==> src/rtl/alu_operand_loader.sv <==
// Sequencer that loads A, B and OP from switches on debounced button presses,
// drives them to the alu and captures the alu result for display.
module alu_operand_loader #(
    parameter int unsigned DATA_W    = 8,
    parameter int unsigned OP_W      = 6,
    parameter int unsigned DB_CYCLES = 4
) (
    input  logic              clk,
    input  logic              reset,
    input  logic [DATA_W-1:0] sw,
    input  logic              btn,
    input  logic [DATA_W-1:0] alu_rdo,
    input  logic              alu_carry,
    input  logic              alu_zero,
    output logic [DATA_W-1:0] a_out,
    output logic [DATA_W-1:0] b_out,
    output logic [OP_W-1:0]   op_out,
    output logic [DATA_W-1:0] res_out,
    output logic              carry_out,
    output logic              zero_out,
    output logic              res_valid,
    output logic              illegal_op,
    output logic [2:0]        state_out
);

    localparam int unsigned CNT_W = (DB_CYCLES > 1) ? $clog2(DB_CYCLES) : 1;

    localparam logic [2:0] S_LOAD_A  = 3'd0;
    localparam logic [2:0] S_LOAD_B  = 3'd1;
    localparam logic [2:0] S_LOAD_OP = 3'd2;
    localparam logic [2:0] S_CAPTURE = 3'd3;
    localparam logic [2:0] S_SHOW    = 3'd4;

    logic             r_sync1;
    logic             r_sync2;
    logic             r_btn_db;
    logic [CNT_W-1:0] r_cnt;
    logic             r_press;
    logic             w_db_flip;

    logic [2:0]        r_state;
    logic [DATA_W-1:0] r_a;
    logic [DATA_W-1:0] r_b;
    logic [OP_W-1:0]   r_op;
    logic [DATA_W-1:0] r_res;
    logic              r_carry;
    logic              r_zero;
    logic              r_valid;
    logic              r_illegal;

    logic [2:0]        w_state_nxt;
    logic [DATA_W-1:0] w_a_nxt;
    logic [DATA_W-1:0] w_b_nxt;
    logic [OP_W-1:0]   w_op_nxt;
    logic [DATA_W-1:0] w_res_nxt;
    logic              w_carry_nxt;
    logic              w_zero_nxt;
    logic              w_valid_nxt;
    logic              w_illegal_nxt;

    function automatic logic f_legal(input logic [OP_W-1:0] op);
        logic legal;
        legal = 1'b0;
        if (op == OP_W'(6'b100000) || op == OP_W'(6'b100010) ||
            op == OP_W'(6'b100100) || op == OP_W'(6'b100101) ||
            op == OP_W'(6'b100110) || op == OP_W'(6'b000011) ||
            op == OP_W'(6'b000010) || op == OP_W'(6'b100111))
            legal = 1'b1;
        return legal;
    endfunction

    // Debounced level flips after DB_CYCLES consecutive cycles of disagreement
    assign w_db_flip = (r_sync2 != r_btn_db) && (r_cnt == CNT_W'(DB_CYCLES - 1));

    always_ff @(posedge clk) begin
        if (reset) begin
            r_sync1  <= 1'b0;
            r_sync2  <= 1'b0;
            r_btn_db <= 1'b0;
            r_cnt    <= '0;
            r_press  <= 1'b0;
        end else begin
            r_sync1 <= btn;
            r_sync2 <= r_sync1;
            r_press <= w_db_flip && r_sync2;
            if (r_sync2 == r_btn_db) begin
                r_cnt <= '0;
            end else if (w_db_flip) begin
                r_btn_db <= r_sync2;
                r_cnt    <= '0;
            end else begin
                r_cnt <= r_cnt + CNT_W'(1);
            end
        end
    end

    always_ff @(posedge clk) begin
        if (reset) begin
            r_state   <= S_LOAD_A;
            r_a       <= '0;
            r_b       <= '0;
            r_op      <= '0;
            r_res     <= '0;
            r_carry   <= 1'b0;
            r_zero    <= 1'b0;
            r_valid   <= 1'b0;
            r_illegal <= 1'b0;
        end else begin
            r_state   <= w_state_nxt;
            r_a       <= w_a_nxt;
            r_b       <= w_b_nxt;
            r_op      <= w_op_nxt;
            r_res     <= w_res_nxt;
            r_carry   <= w_carry_nxt;
            r_zero    <= w_zero_nxt;
            r_valid   <= w_valid_nxt;
            r_illegal <= w_illegal_nxt;
        end
    end

    // Next state and next register values; alu settles during CAPTURE
    always_comb begin
        w_state_nxt   = r_state;
        w_a_nxt       = r_a;
        w_b_nxt       = r_b;
        w_op_nxt      = r_op;
        w_res_nxt     = r_res;
        w_carry_nxt   = r_carry;
        w_zero_nxt    = r_zero;
        w_valid_nxt   = r_valid;
        w_illegal_nxt = r_illegal;
        case (r_state)
            S_LOAD_A: begin
                if (r_press) begin
                    w_a_nxt     = sw;
                    w_state_nxt = S_LOAD_B;
                end
            end
            S_LOAD_B: begin
                if (r_press) begin
                    w_b_nxt     = sw;
                    w_state_nxt = S_LOAD_OP;
                end
            end
            S_LOAD_OP: begin
                if (r_press) begin
                    w_op_nxt    = sw[OP_W-1:0];
                    w_state_nxt = S_CAPTURE;
                end
            end
            S_CAPTURE: begin
                if (f_legal(r_op)) begin
                    w_res_nxt     = alu_rdo;
                    w_carry_nxt   = alu_carry;
                    w_zero_nxt    = alu_zero;
                    w_illegal_nxt = 1'b0;
                end else begin
                    w_res_nxt     = '0;
                    w_carry_nxt   = 1'b0;
                    w_zero_nxt    = 1'b0;
                    w_illegal_nxt = 1'b1;
                end
                w_valid_nxt = 1'b1;
                w_state_nxt = S_SHOW;
            end
            S_SHOW: begin
                if (r_press) begin
                    w_valid_nxt   = 1'b0;
                    w_illegal_nxt = 1'b0;
                    w_state_nxt   = S_LOAD_A;
                end
            end
            default: begin
                w_state_nxt = S_LOAD_A;
                w_valid_nxt = 1'b0;
            end
        endcase
    end

    assign a_out      = r_a;
    assign b_out      = r_b;
    assign op_out     = r_op;
    assign res_out    = r_res;
    assign carry_out  = r_carry;
    assign zero_out   = r_zero;
    assign res_valid  = r_valid;
    assign illegal_op = r_illegal;
    assign state_out  = r_state;

endmodule

==> config.mk <==
export PLATFORM = sky130hd
export DESIGN_NAME = alu_operand_loader
export DESIGN_NICKNAME = d
export VERILOG_FILES = /design/src/rtl/alu_operand_loader.sv
export SDC_FILE = /design/constraint.sdc
export NUM_CORES = 1
export LEC_CHECK = 0
export BUFFER_PORTS_ARGS = -buffer_cell sky130_fd_sc_hd__clkbuf_2
export CAP_MARGIN = 30
export CORE_ASPECT_RATIO = 0.5
export CORE_MARGIN = 1.5
export CORE_UTILIZATION = 43
export DETAILED_ROUTE_END_ITERATION = 10
export MAX_ROUTING_LAYER = met4
export PLACE_DENSITY = 0.74
export SYNTH_ARGS = -nofsm -noshare
export SYNTH_HDL_FRONTEND = slang
export SYNTH_SLANG_ARGS = --single-unit
==> constraint.sdc <==
create_clock -name clk -period 1.3 [get_ports clk]
set_input_delay 0.065 -clock clk [delete_from_list [all_inputs] [get_ports clk]]
set_output_delay 0.065 -clock clk [all_outputs]
set_load 0.005 [all_outputs]
==> results.tsv, run 1 <==
metric	value	unit
CP peak stage delay	0.33	ns
Max H-tree Level	2	
Mapped Cells	162	
reg2reg setup slack	-0.00003	ns
period utilisation layout	100	%
RR Startpoint	state_out[2]	
largest net degree at the start of global routing	27	
CP Launch Type	flop	
Final Net Count	265	
fin. max-slew vios	0	
RSZ-0062 raised after global routing	yes	
worst hold path type	input port to flop	
Req. time, crit path	1.54	ns
initial antenna violation count	0	
cell family with most CP delay	simple AND/OR/NAND/NOR gates	
Mapped Area	1570	sq um
I/O pin count	58	
PD cells	1160	nW/um^2
LEAKAGE	0.000962	uW
ANT nets after route	0	
Place WS	-0.114	ns
I/O Buffers	57	
multi-input logic area	687	sq um
hold-critical path depth	3	
placer congestion estimate	0.770	
Avg Cell Area, Syn	9.68	sq um
# diodes	0	
number of max-cap violations	0	
total number of vias	1413	
CP Cell Sequence	and3b_4 > nand2b_4 > nor4_4 > buf_4 > a22o_1	
register area share after synthesis	54.9	%
worst-margin pin slew	0.387	ns
Netlist cell types	27	
R2R cell count	5	
standard-cell row count	15	
Max Freq	769	MHz
CTS Sinks	43	
Crit Path Category	flop to flop	
clock slew at reported path FFs	0.08	ns
CTS buffer count	5	
total gr overflow	0	
failing checks	setup timing	
top-count cell post-synth	dfxtp_1	
cell accounting for the most synthesized area	dfxtp_1	
vias in the first global route	1245	
Root Driver	clkbuf_8	
Vias/cell	4.79	
R2R Path End	res_out[5]	
Core ar.	3450	sq um
Peak VDD IR	0.477	mV
ranking of synthesized cells by area	dfxtp_1, nand2_1, a21oi_1	
status	finished with violations	
DR pass1 iterations	4	
register area	865	sq um
die width	88.4	um
syn_nets	184	
final number of setup-violating endpoints	1	
FILL cells	310	
hold path endpoint	b_out[7]	
Slowest cell on crit path	dfxtp_2	
Slew HR	74.2	%
share of layout cells above drive strength 1	38.1	%
CTS Buffer Depth	2	
TritonCTS clock tree	yes	
Total Wirelength	3550	um
number of DRC markers in iteration 0	24	
Buf+Inv Stages, Crit Path	1	
Synth warnings	0	
clk_lat worst skew	0.29	ns
crit-path max FO	5	
Total Routing Usage GR	18.8	%
Synth top area share	54.9	%
Final min period	1.30	ns
Initial Util	45.4	%
Area growth syn-to-layout	44.7	%
Hold Vio Cnt, Final	0	
WP data arrival	1.54	ns
number of synthesized flops with an enable pin	0	
HP Start	sw[7]	
die height	45.7	um
Primary FF master, synth	dfxtp_1	
die area	4040	sq um
Remaining DRCs	0	
worst clock skew	0.00622	ns
total chip power	2630	uW
CP endpoint kind	flop	
final setup margin	-0.0000313	ns
Synth async-reset ratio	0	%
first-pass GRT wire length	5530	um
wire per inst	12.0	um
Synth Register Bits	43	
Post-synth top cells	dfxtp_1, nand2_1, a21oi_1	
DP Wirelength	2450	um
## what timing repair did
action / CTS / global route
pin swaps: 1 / 6
endpoints found under the hold margin: 11 / 0
gates resized for setup: 5 / 4
cloned: 0 / 1
endpoints found under the setup margin: 19 / 16
setup buffers: 1 / 1
hold buffers: 11 / 0
## routing by layer
metal  wire length [um]  vias up  track usage [%]  share of wire (%)
met3                129        4             5.25                3.6
met4                 23        0             5.63               0.65
met5                  0        -                -                  0
li1                   -      716                -                  -
met1               1700      664             23.2                 48
met2               1700       29             30.5                 48
## worst register-to-register path, delay by kind of cell (launching register included)
family / cells / cell delay, ns
simple gates: 3 / 0.60
flops: 1 / 0.33
buf+inv: 1 / 0.20
compound gates: 1 / 0.12
## power by group
part,switching [uW],internal [uW]
combinational,47.5,56.1
sequential,4.11,1320
clock,436,768
## kinds of logic after synthesis
logic type | after synthesis | synth area share [%]
and+or+nand+nor | 68 | 23.2
DFF | 43 | 54.9
AOI/OAI and AO/OA | 32 | 12.9
buffers and inverters | 9 | 2.39
muxes | 8 | 5.19
xor gates and xnor gates | 1 | 0.559
adders and majority gates | 1 | 0.798
## flip-flops by register name, indices dropped and copies added, names as in the netlist
register	cells
a_out	8
b_out	8
res_out	8
op_out	6
state_out	3
r_cnt	2
carry_out	1
illegal_op	1
r_btn_db	1
r_press	1
r_sync1	1
r_sync2	1
res_valid	1
zero_out	1
## cell usage in the layout, fill, tap and decap left out, drive strengths merged, types with 3 or more instances in the layout
cell	n
mux2i	7
dfxtp	43
nand2b	3
nor3	5
dlygate4sd3	11
nor2	15
or3	3
nand2	34
buf	14
a21oi	19
clkbuf	63
a22o	10
## layout make-up
cell class,instances,share of cell area [%]
clock buffers,6,3.20
clock inverters,2,2.65
inverters,1,0.165
multi-input cells,110,30.3
flip-flops and latches,43,38.1
well taps,51,2.81
repair buffers,82,22.8
## stage by stage
| stage | utilization, % | cells | hold slack, ns | cell area, sq um | setup TNS [ns] |
|---|---|---|---|---|---|
| floorplan | - | 162 | 0.191 | 1570 | 0 |
| global placement | 57.3 | 273 | 0.274 | 1980 | -0.357 |
| detailed placement | 57.3 | 273 | 0.278 | 1980 | -1.11 |
| CTS | 65.0 | 293 | 0.00578 | 2240 | -0.312 |
| global route | 65.7 | 295 | 0.0195 | 2270 | -0.388 |
| finish | 65.7 | 295 | 0.0110 | 2270 | -0.0000313 |
## worst max-delay path by stage
| stage | startpoint | end | slack, ns | depth (start not counted) |
|---|---|---|---|---|
| 6_report | state_out[2] | res_out[5] | -0.00003 | 5 |
| 5_1_grt | state_out[2] | res_out[5] | -0.05 | 5 |
| 4_1_cts | state_out[2] | res_out[5] | -0.04 | 5 |
| 3_5_place_dp | state_out[0] | res_out[7] | -0.11 | 4 |
| 3_3_place_gp | state_out[0] | carry_out | -0.04 | 4 |
| 2_1_floorplan | state_out[1] | op_out[0] | 0.007 | 4 |
Note: power is estimated with default switching activity, not from simulation.
==> run 2: changes to the inputs <==
--- a/config.mk
+++ b/config.mk
@@ -9,10 +9,11 @@
 export CAP_MARGIN = 30
 export CORE_ASPECT_RATIO = 0.5
 export CORE_MARGIN = 1.5
-export CORE_UTILIZATION = 43
+export CORE_UTILIZATION = 40
+export CTS_CLUSTER_DIAMETER = 30
 export DETAILED_ROUTE_END_ITERATION = 10
 export MAX_ROUTING_LAYER = met4
-export PLACE_DENSITY = 0.74
+export PLACE_DENSITY = 0.7
 export SYNTH_ARGS = -nofsm -noshare
 export SYNTH_HDL_FRONTEND = slang
 export SYNTH_SLANG_ARGS = --single-unit
==> results.tsv, run 2 (synthesis results as in run 1) <==
metric	value	unit	change
status	completed		was finished with violations
Vias/cell	4.62		was 4.79
TritonCTS clock tree	yes		unchanged
clock slew at reported path FFs	0.08	ns	about the same
Hold Vio Cnt, Final	0		unchanged
number of max-cap violations	0		unchanged
reg2reg setup slack	0.01	ns	was -0.00003 ns
first-pass GRT wire length	5270	um	was 5530 um
Total Wirelength	3580	um	was 3550 um
met2 wire length	1590	um	was 1700 um
Final Net Count	268		was 265
PD cells	993	nW/um^2	was 1160 nW/um^2
CTS buffer count	5		unchanged
vias in the first global route	1131		was 1245
Core ar.	3580	sq um	was 3450 sq um
# diodes	0		unchanged
M1 WL	1770	um	was 1700 um
ANT nets after route	0		unchanged
standard-cell row count	15		unchanged
total number of vias	1376		was 1413
WP data arrival	1.53	ns	was 1.54 ns
DR pass1 iterations	4		unchanged
Initial Util	43.7	%	was 45.4%
WHS	0.00991	ns	was 0.0110 ns
largest net degree at the start of global routing	16		was 27
CTS Buffer Depth	2		unchanged
Top Metal Used	met4		unchanged
placed cell areas	2010	sq um	was 1980 sq um
LEAKAGE	0.000957	uW	was 0.000962 uW
FILL cells	323		was 310
Slew HR	73.8	%	was 74.2%
CP endpoint kind	flop		unchanged
Final min period	1.29	ns	was 1.30 ns
RSZ-0062 raised after global routing	yes		unchanged
multi-input logic area	691	sq um	was 687 sq um
crit-path max FO	5		unchanged
Met3 Routed Length	198	um	was 129 um
Max H-tree Level	2		unchanged
placer congestion estimate	0.823		was 0.770
total gr overflow	0		unchanged
most frequent cells in the layout	clkbuf_2, dfxtp_1, nand2_1		unchanged
share of layout cells above drive strength 1	38.9	%	was 38.1%
CP Launch Type	flop		unchanged
DP Wirelength	2520	um	was 2450 um
Final Util	63.1	%	was 65.7%
clk_lat worst skew	0.30	ns	was 0.29 ns
worst hold path type	input port to flop		unchanged
Max Freq	777	MHz	was 769 MHz
Crit Path Category	flop to flop		unchanged
worst clock skew	0.00296	ns	was 0.00622 ns
Root Driver	clkbuf_8		unchanged
number of DRC markers in iteration 0	33		was 24
register area	868	sq um	was 865 sq um
fin. max-slew vios	0		unchanged
CTS Sinks	43		unchanged
worst-margin pin slew	0.393	ns	was 0.387 ns
I/O pin count	58		unchanged
Total Routing Usage GR	17.0	%	was 18.8%
Remaining DRCs	0		unchanged
Area growth syn-to-layout	44.3	%	was 44.7%
Peak VDD IR	0.543	mV	was 0.477 mV
period utilisation layout	99.0	%	was 100%
die width	91.5	um	was 88.4 um
die height	47.3	um	was 45.7 um
I/O Buffers	57		unchanged
Design Area, Final	2260	sq um	was 2270 sq um
Req. time, crit path	1.54	ns	about the same
commonest non-fill, non-tap cell in the layout	clkbuf_2		unchanged
die area	4330	sq um	was 4040 sq um
initial antenna violation count	0		unchanged
wire per inst	12.0	um	about the same
final number of setup-violating endpoints	0		was 1
run 2: cell count changes in the layout (fill, tap and decap cells not counted), sizes merged:
cell and delta:
clkinv +1, dlygate4sd3 +1, bufinv -2, buf +2
clkbuf +1
run 2: routing by layer:
layer / global-route usage [%] / vias to the layer above
li1: - / 720
met1: 20.8 / 620
met2: 26.7 / 32
met3: 7.12 / 4
met4: 3.75 / 0
met5: - / -
run 2: report_power, final:
group	switching, uW	internal [uW]	total, uW	leakage, uW
Combinational	48.1	59.8	108	0.000566
Clock	436	377	813	0.0000422
Sequential	4.05	1320	1320	0.000349
Total	488	1760	2250	0.000957
run 2: area by class of cell:
class | count | share of cell area, %
timing repair buffer | 85 | 24.5
multi-input combinational | 110 | 30.5
tap | 51 | 2.82
sequential | 43 | 38.4
inverter | 1 | 0.166
clock buffer | 7 | 3.37
clock inverter | 1 | 0.221
run 2: final timing paths:
kind,from,to,cells after the start
worst max-delay path,state_out[2],res_out[2],5
worst min-delay path,sw[7],b_out[7],3
worst max register to register,state_out[2],res_out[2],5
worst min register to register,r_cnt[0],r_cnt[0],1
run 2: repair_timing:
action                                  in CTS  in global routing
endpoints found under the setup margin      21                 23
cloned                                       0                  1
endpoints found under the hold margin       12                  0
resized for setup                            7                  5
pin swaps                                    2                  1
buffers inserted                             1                  1
hold buffers                                12                  0
run 2: worst max-delay path: stages (launching register included):
cell      delay (ns)
dfxtp_2         0.33
and3b_4         0.33
nand2b_4        0.07
nor4_4          0.20
buf_4           0.20
a22o_1          0.12
run 2: through the flow:
stage	worst slack [ns]	std cells	power, uW	TNS (ns)
after floorplan	0.00707	162	1390	0
after global placement	-0.0534	275	1440	-0.507
after detailed placement	-0.114	275	1440	-1.10
after CTS	-0.0532	296	2270	-0.341
after global routing	-0.0417	298	2350	-0.236
final	0.0132	298	2250	0
